[src/rtl/fifo_write_arbiter.sv]
// Round-robin arbiter sharing the async_fifo write port among NUM_REQ requesters.
// Grants one requester per packet burst, stalls on full, caps bursts at MAX_BURST beats.
module fifo_write_arbiter #(
    parameter  int NUM_REQ   = 4,
    parameter  int DATA_W    = 9,
    parameter  int MAX_BURST = 8,
    localparam int OWN_W     = (NUM_REQ > 1) ? $clog2(NUM_REQ) : 1,
    localparam int CNT_W     = $clog2(MAX_BURST) + 1
) (
    input  logic                      wclk,
    input  logic                      wrst_n,
    input  logic [NUM_REQ-1:0]        req,
    input  logic [NUM_REQ*DATA_W-1:0] req_data,
    input  logic [NUM_REQ-1:0]        req_last,
    output logic [NUM_REQ-1:0]        ack,
    output logic [NUM_REQ-1:0]        grant,
    output logic [OWN_W-1:0]          owner,
    output logic                      busy,
    output logic                      trunc,
    input  logic                      full,
    output logic                      write_en,
    output logic [DATA_W-1:0]         wdata
);

    typedef enum logic [0:0] {S_IDLE, S_BURST} state_t;

    state_t               r_state;
    state_t               w_state_nxt;
    logic [NUM_REQ-1:0]   r_grant;
    logic [OWN_W-1:0]     r_owner;
    logic [OWN_W-1:0]     r_rr_ptr;
    logic                 r_busy;
    logic                 r_trunc;
    logic [CNT_W-1:0]     r_beat_cnt;

    logic                 w_any_req;
    logic                 w_found;
    logic [OWN_W-1:0]     w_sel;
    logic [NUM_REQ-1:0]   w_sel_oh;
    int unsigned          w_idx;
    logic                 w_own_req;
    logic                 w_own_last;
    logic                 w_own_ack;
    logic                 w_at_cap;
    logic                 w_rel_last;
    logic                 w_rel_cap;
    logic                 w_rel_abandon;
    logic                 w_release;
    logic [OWN_W-1:0]     w_rr_nxt;

    assign w_any_req = |req;

    // First requester at or after rr_ptr, wrapping modulo NUM_REQ.
    always_comb begin
        w_found  = 1'b0;
        w_sel    = '0;
        w_idx    = 0;
        for (int unsigned k = 0; k < int'(NUM_REQ); k++) begin
            w_idx = (int'(r_rr_ptr) + k) % int'(NUM_REQ);
            if (!w_found && req[OWN_W'(w_idx)]) begin
                w_found = 1'b1;
                w_sel   = OWN_W'(w_idx);
            end
        end
        w_sel_oh        = '0;
        w_sel_oh[w_sel] = 1'b1;
    end

    assign w_own_req     = req[r_owner];
    assign w_own_last    = req_last[r_owner];
    assign w_own_ack     = |ack;
    assign w_at_cap      = (r_beat_cnt == CNT_W'(MAX_BURST - 1));
    assign w_rel_last    = w_own_ack & w_own_last;
    // A last beat landing on the cap is a normal end of packet, not a truncation.
    assign w_rel_cap     = w_own_ack & w_at_cap & ~w_own_last;
    assign w_rel_abandon = ~w_own_req;
    assign w_release     = w_rel_last | w_rel_cap | w_rel_abandon;
    assign w_rr_nxt      = (r_owner == OWN_W'(NUM_REQ - 1)) ? '0 : r_owner + OWN_W'(1);

    always_ff @(posedge wclk) begin
        if (!wrst_n) begin
            r_state <= S_IDLE;
        end else begin
            r_state <= w_state_nxt;
        end
    end

    always_comb begin
        w_state_nxt = r_state;
        case (r_state)
            S_IDLE:  if (w_any_req) w_state_nxt = S_BURST;
            S_BURST: if (w_release) w_state_nxt = S_IDLE;
            default: w_state_nxt = S_IDLE;
        endcase
    end

    always_comb begin
        ack      = r_grant & req & {NUM_REQ{~full}};
        write_en = |ack;
        wdata    = write_en ? req_data[r_owner*DATA_W +: DATA_W] : '0;
    end

    always_ff @(posedge wclk) begin
        if (!wrst_n) begin
            r_grant    <= '0;
            r_owner    <= '0;
            r_busy     <= 1'b0;
            r_rr_ptr   <= '0;
            r_beat_cnt <= '0;
            r_trunc    <= 1'b0;
        end else begin
            r_trunc <= 1'b0;
            case (r_state)
                S_IDLE: begin
                    if (w_any_req) begin
                        r_grant    <= w_sel_oh;
                        r_owner    <= w_sel;
                        r_busy     <= 1'b1;
                        r_beat_cnt <= '0;
                    end
                end
                S_BURST: begin
                    if (w_release) begin
                        r_grant  <= '0;
                        r_busy   <= 1'b0;
                        r_rr_ptr <= w_rr_nxt;
                        r_trunc  <= w_rel_cap;
                    end else if (w_own_ack) begin
                        r_beat_cnt <= r_beat_cnt + CNT_W'(1);
                    end
                end
                default: ;
            endcase
        end
    end

    assign grant = r_grant;
    assign owner = r_owner;
    assign busy  = r_busy;
    assign trunc = r_trunc;

endmodule

[config.mk]
export PLATFORM = sky130hd
export DESIGN_NAME = fifo_write_arbiter
export DESIGN_NICKNAME = d
export VERILOG_FILES = /design/src/rtl/fifo_write_arbiter.sv
export SDC_FILE = /design/constraint.sdc
export NUM_CORES = 1
export LEC_CHECK = 0
export CORE_MARGIN = 5
export CORE_UTILIZATION = 40
export CTS_CLUSTER_SIZE = 30
export DETAILED_ROUTE_END_ITERATION = 8
export DONT_BUFFER_PORTS = 1
export GPL_TIMING_DRIVEN = 0
export PLACE_DENSITY_LB_ADDON = 0.12
export SYNTH_ARGS = -nofsm -noshare
export SYNTH_HDL_FRONTEND = slang
export SYNTH_SLANG_ARGS = --single-unit
export TNS_END_PERCENT = 10
[constraint.sdc]
create_clock -name wclk -period 5.3 [get_ports wclk]
set_clock_uncertainty 0.15 [all_clocks]
set_input_delay 1.06 -clock wclk [delete_from_list [all_inputs] [get_ports wclk]]
set_output_delay 1.06 -clock wclk [all_outputs]
set_load 0.01 [all_outputs]
==> results of run 1 <==
cell type report:
| class | instances | share of cell area (%) |
|---|---|---|
| plain buffers | 8 | 3.14 |
| clock buffers | 3 | 1.77 |
| clock inverters | 1 | 0.393 |
| inverters | 4 | 1.18 |
| multi-input cells | 107 | 66.7 |
| flip-flops and latches | 15 | 23.6 |
| well taps | 33 | 3.24 |
cells by family after synthesis:
| logic type | after synthesis |
|---|---|
| multiplexers | 16 |
| AND/OR/NAND/NOR | 59 |
| flip-flops | 15 |
| buffers and inverters | 12 |
| adder cells (fa/ha/maj) | 2 |
| AO/OA/AOI/OAI | 30 |
registers in the layout, summed over array words and instances, names as in the netlist:
signal      flops
grant           4
r_state         1
busy            1
r_beat_cnt      4
owner           2
trunc           1
r_rr_ptr        2
metrics by stage:
stage	hold WS [ns]	cell area, µm²	power (mW)
final	0.317	1270	0.281
after global routing	0.334	1270	0.296
after CTS	0.315	1270	0.284
after detailed placement	0.301	1250	0.215
after global placement	0.297	1250	0.214
after floorplan	0.281	1200	0.200
metal layers:
| layer | up-vias | part of all wire [%] | track usage, % |
|---|---|---|---|
| met5 | - | 0 | 0 |
| met2 | 38 | 50 | 23.8 |
| met1 | 496 | 41 | 18.4 |
| li1 | 519 | - | - |
| met3 | 2 | 9.0 | 5.72 |
| met4 | 0 | 0.43 | 3.17 |
final timing paths:
check,to,slack [ns]
min,r_beat_cnt[3],0.32
max reg2reg,r_beat_cnt[3],2.96
min reg2reg,r_beat_cnt[3],0.32
max,wdata[8],1.94
synthesized netlist by cell type (2+ instances only):
master / instances / area (µm²)
a21boi_0: 2 / 15.0
a21oi_1: 4 / 20.0
a311o_1: 2 / 20.0
a31o_2: 2 / 17.5
buf_2: 2 / 10.0
clkbuf_1: 4 / 15.0
dfxtp_1: 15 / 300
ha_1: 2 / 25.0
inv_1: 4 / 15.0
mux2i_1: 4 / 40.0
mux4_1: 3 / 78.8
mux4_2: 8 / 180
nand2_1: 18 / 67.6
nand2b_1: 6 / 37.5
nand3_1: 3 / 15.0
nor2_1: 9 / 33.8
nor2b_1: 11 / 68.8
nor3_1: 2 / 10.0
o21ai_0: 4 / 20.0
o22ai_1: 4 / 25.0
o32ai_1: 2 / 17.5
or3_1: 4 / 25.0
or4_1: 2 / 15.0
critical path, stage by stage:
cell and delay [ns]:
clkbuf_1 0.30, nand2_1 0.18, a31o_2 0.35, nor2b_1 0.25
power groups by stage:
stage | combinational [mW] | sequential, mW | clock, mW
3_5_place_dp | 0.0837 | 0.131 | 0
4_1_cts | 0.0837 | 0.129 | 0.0715
2_1_floorplan | 0.0706 | 0.129 | 0
5_1_grt | 0.0912 | 0.130 | 0.0752
6_report | 0.0831 | 0.128 | 0.0695
3_3_place_gp | 0.0824 | 0.131 | 0
==> metrics.md, run 1 <==
| Metric | Value |
|---|---|
| Outcome | complete, no violations |
| Post-synth ARST share | 0% |
| Fin. max-slew vios | 0 |
| TritonCTS buffer count | 3 |
| I/O Pins | 69 |
| Register area share after synthesis | 24.9% |
| Max_cap viols | 0 |
| RSZ-0062 raised after global routing | false |
| Share of layout cells above drive strength 1 | 13.0% |
| Postcts setup bufs | 0 |
| Syn Area/Cell | 8.99 µm² |
| Number of vias per cell | 6.17 |
| Post-CTS Hold Fix Bufs | 0 |
| DR WL/cell | 18.8 µm |
| Die Wd | 64.9 µm |
| Antenna Cells | 0 |
| # setup viols final | 0 |
| CP startpoint | req[3] |
| Tcrit/Tclk final | 63.4% |
| Hold crit path type | reg2reg |
| GP Congestion | 0.885 |
| Reg clk slew, reported paths | 0.09 ns |
| Vias in the first global route | 999 |
| Sw frac | 32.9% |
| Cells after Synth | 134 |
| Core Box Area | 0.00298 mm² |
| Final hold viol count | 0 |
| Layout area overhead | 5.71% |
| Library cells used by synthesis | 40 |
| DRC violations left | 0 |
| Commonest non-fill, non-tap cells in the layout | nand2_1, dfxtp_1, nor2b_1 |
| CP Capture Type | output port |
| CP startpoint kind | input pin |
| Root Buffer | clkbuf_4 |
| Largest net degree at the start of global routing | 11 |
| First-pass GRT wire length | 4.88 mm |
| Leading cell type in the layout, fill and taps excluded | nand2_1 |
| Via count | 1,055 |
| Crit-path max FO | 10 |
| Fmax | 298 MHz |
| Sequential share of power | 45.7% |
| Bufs on Longest Clock Path | 2 |
| Area of the multi-input gates | 850 µm² |
| Detail Placement HPWL | 2.58 mm |
| IO buf count | 0 |
| Post-route antenna net violation count | 0 |
| Placed cell count | 167 |
| Leak | 0.428 nW |
| Clock share of power | 24.7% |
| Internal Pwr Total | 0.189 mW |
| Primary FF master, synth | dfxtp_1 |
| Final WL | 3.22 mm |
| Compound-Gate Fraction of Synth Area | 17.8% |
| H-tree levels | 1 |
| PnR worst setup slack | 1.94 ns |
| Reg-to-Reg Start | owner[1] |
| Global route overflow | 0 |
| # resized after CTS | 0 |
| Peak supply drop | 0.168 mV |
| Floorplan row count | 20 |
| Die ar. | 0.00421 mm² |
| Synth Area in XOR/XNOR | 0% |
| Largest family of logic cells by synthesized area | multiplexers |
| Post-synth EDFFs | 0 |
| Syn Std Cell Area | 0.00120 mm² |
| Total track usage | 14.7% |
| Critical path data arrival time | 2.15 ns |
| Final Non-Filler Cells | 171 |
| Pre-CTS setup slack | 1.94 ns |
| Slew @ Worst Pin | 0.820 ns |
| Fill count | 303 |
| PD cells | 221 mW/mm² |
| Crit path time final | 3.36 ns |
| Initial drt markers | 38 |
| CTS Sinks | 15 |
| Yosys reg bits | 15 |
| Final setup TNS | 0 ns |
| Die height | 64.9 µm |
| Initial antenna violation count | 0 |
| Starting Density | 40.5% |
| Min-delay src | r_beat_cnt[3] |
| Switching power | 0.0925 mW |
| Crit Path Category | in2out |
| Mapped Nets | 183 |
| Mux contribution to synthesized area | 25.8% |
| FF+latch area | 300 µm² |
| Total number of yosys warnings | 0 |
| R2r worst-path depth | 5 |
| Simple-gate share of the synthesized area | 24.9% |
| CP required | 4.09 ns |
| Worst-Skew Late Latency | 0.29 ns |
| Slew HR | 45.4% |
| Logic gate share of total power | 29.6% |
| Hold Path Cell Cnt | 2 |
| Fraction of the mapped netlist area in adder cells | 2.08% |
| CTS tree | built |
| First drt pass iteration count | 4 |
| Final nets | 188 |
| Fin util | 42.8% |
Power figures use the tool's default switching activity.
==> run 2: changes to the inputs <==
- clock period: 5.3 -> 2.8 ns (I/O delays scaled with it)
==> run 2 against run 1 <==
Final area about the same. Clock power rose by 87%. Worst setup slack worse by 1.8 ns. Via count decreased by 0.95%. Highest routed layer unchanged. Final cell count did not move. Flip-flop and latch count unchanged. Worst hold slack about the same. Die area stayed put.
==> metrics.md, run 2 (synthesis results as in run 1) <==
| Metric | Value |
|---|---|
| Outcome | complete, no violations |
| CTS Sinks | 15 (unchanged) |
| Sequential share of power | 45.8% (about the same) |
| Max_cap viols | 0 (unchanged) |
| Post-route antenna net violation count | 0 (unchanged) |
| H-tree levels | 1 (unchanged) |
| Layout area overhead | 5.81% (about the same) |
| Peak supply drop | 0.317 mV (+89%) |
| Final hold viol count | 0 (unchanged) |
| # setup viols final | 0 (unchanged) |
| Reg clk slew, reported paths | 0.09 ns (about the same) |
| Commonest non-fill, non-tap cells in the layout | nand2_1, dfxtp_1, nor2b_1 |
| CTS tree | built |
| Leading cell type in the layout, fill and taps excluded | nand2_1 |
| Die ar. | 0.00421 mm² (unchanged) |
| Leak | 0.431 nW (+0.79%) |
| Initial drt markers | 26 (-32%) |
| DRC violations left | 0 (unchanged) |
| Sw frac | 32.8% (-0.10 points) |
| Clock share of power | 24.5% (-0.2 points) |
| Number of vias per cell | 6.11 (-0.95%) |
| Routing usage on met2 | 23.6% (-0.13 points) |
| Die Wd | 64.9 µm (unchanged) |
| Placed cell count | 167 (unchanged) |
| Total track usage | 14.7% (unchanged) |
| GRT met1 Usage | 18.5% (+0.11 points) |
| Floorplan row count | 20 (unchanged) |
| Bufs on Longest Clock Path | 2 (unchanged) |
| Core Box Area | 0.00298 mm² (unchanged) |
| CP required | 2.09 ns (-2.00 ns) |
| Fin. max-slew vios | 0 (unchanged) |
| PD cells | 417 mW/mm² (+89%) |
| Initial antenna violation count | 0 (unchanged) |
| Vias in the first global route | 996 (-0.30%) |
| Fin util | 42.8% (about the same) |
| I/O Pins | 69 (unchanged) |
| TritonCTS buffer count | 3 (unchanged) |
| RSZ-0062 raised after global routing | false |
| Pre-CTS setup slack | 0.266 ns (-1.68 ns) |
| First-pass GRT wire length | 4.89 mm (+0.14%) |
| Logic gate share of total power | 29.7% (about the same) |
| PnR worst setup slack | 0.187 ns (-1.75 ns) |
| Crit path time final | 2.61 ns |
| Final Non-Filler Cells | 171 (unchanged) |
| Cell Area, Placed | 0.00125 mm² (unchanged) |
| Tcrit/Tclk final | 93.3% |
| Die height | 64.9 µm (unchanged) |
| Internal Pwr Total | 0.357 mW (+89%) |
| Detail Placement HPWL | 2.58 mm (unchanged) |
| Crit-path max FO | 10 (unchanged) |
| Critical path data arrival time | 1.90 ns (-0.25 ns) |
| Design Area, Final | 0.00127 mm² (about the same) |
| Postcts setup bufs | 0 (unchanged) |
| First drt pass iteration count | 4 (unchanged) |
| Final nets | 188 (unchanged) |
| Crit Path Category | reg2out |
| Setup slack, reg-to-reg | 0.45 ns (-2.51 ns) |
| Min-delay src | r_beat_cnt[3] |
| Largest net degree at the start of global routing | 11 (unchanged) |
| GP Congestion | 0.885 (unchanged) |
| Final setup TNS | 0 ns (unchanged) |
| Via count | 1,045 (-0.95%) |
| Worst Hold Path EP | r_beat_cnt[3] |
| Met3 Use GR | 5.72% (unchanged) |
| IO buf count | 0 (unchanged) |
| CP startpoint kind | register |
| Fmax | 383 MHz |
| Grt peak-use layer | met2 |
| Root Buffer | clkbuf_4 |
| Hold Path Cell Cnt | 2 (unchanged) |
| Cell Chain, Critical Path | buf_6, buf_2, mux4_2, nor2b_1 |
| Antenna Cells | 0 (unchanged) |
| CP Capture Type | output port |
| Starting Density | 40.5% (unchanged) |
| Worst stage delay on the critical path | 0.53 ns (+0.18 ns) |
| Final WL | 3.21 mm (-0.37%) |
| Worst-Skew Late Latency | 0.29 ns (about the same) |
| Hold crit path type | reg2reg |
| DR WL/cell | 18.8 µm (-0.37%) |
| R2r worst-path depth | 5 (unchanged) |
| Slew HR | 45.4% (about the same) |
| Share of layout cells above drive strength 1 | 13.8% (+0.72 points) |
| Worst r2r dst | r_beat_cnt[3] |
| Global route overflow | 0 (unchanged) |
| Slowest CP cell | mux4_2 |
| Switching power | 0.174 mW (+88%) |
| Reg-to-Reg Start | owner[1] |
| Slew @ Worst Pin | 0.819 ns (-0.000491 ns) |
run 2: cell counts in the layout (fill, tap and decap cells not counted):
No cell type changed its count.
run 2: stage by stage:
stage                     hold slack (ns)  total power [mW]
after floorplan                     0.281             0.378
after global placement              0.297             0.404
after detailed placement            0.301             0.407
after CTS                           0.315             0.538
after global routing                0.334             0.561
final                               0.317             0.531
run 2: critical path: cells and delay by family, from the launching register on:
kind,cells,cell delay (ns)
multiplexers,1,0.53
buffers and inverters,2,0.46
flip-flops,1,0.45
AND/OR/NAND/NOR,1,0.18
run 2: how the worst max path moves through the flow:
stage | depth (start not counted) | startpoint | slack (ns) | end
after floorplan | 4 | owner[1] | 0.60 | wdata[0]
after global placement | 5 | req[3] | 0.34 | r_beat_cnt[3]
after detailed placement | 5 | req[3] | 0.27 | r_beat_cnt[3]
after CTS | 4 | owner[0] | 0.15 | wdata[8]
after global routing | 4 | owner[0] | 0.07 | wdata[3]
final | 4 | owner[0] | 0.19 | wdata[8]
run 2: area by class of cell:
class,count,area (µm²)
fill,303,1700
multi-input combinational,107,850
sequential,15,300
buffer,8,41.3
tap,33,41.3
clock buffer,3,22.5
inverter,4,15.0
clock inverter,1,5.00
run 2: power groups by stage:
stage	Combinational, mW	Sequential [mW]	Clock [mW]
3_5_place_dp	0.158	0.249	0
2_1_floorplan	0.134	0.244	0
6_report	0.158	0.243	0.130
3_3_place_gp	0.156	0.248	0
5_1_grt	0.173	0.246	0.142
4_1_cts	0.159	0.244	0.135
run 2: metal layers:
metal / part of all wire [%] / routed length, µm / up-vias
li1: - / - / 519
met4: 0.37 / 12 / 0
met1: 42 / 1340 / 486
met3: 8.0 / 258 / 2
met5: 0 / 0 / -
met2: 50 / 1600 / 38
run 2: repair_timing:
item | 4_1_cts | 5_1_grt
endpoints found under the setup margin | 5 | 0
resized for setup | 1 | 0
hold buffers | 0 | 0
==> run 3: changes to the inputs <==
- SLEW_MARGIN: not set -> 20
==> results of run 3 <==
The final DEF is identical to that of run 2; final timing and power are the same.
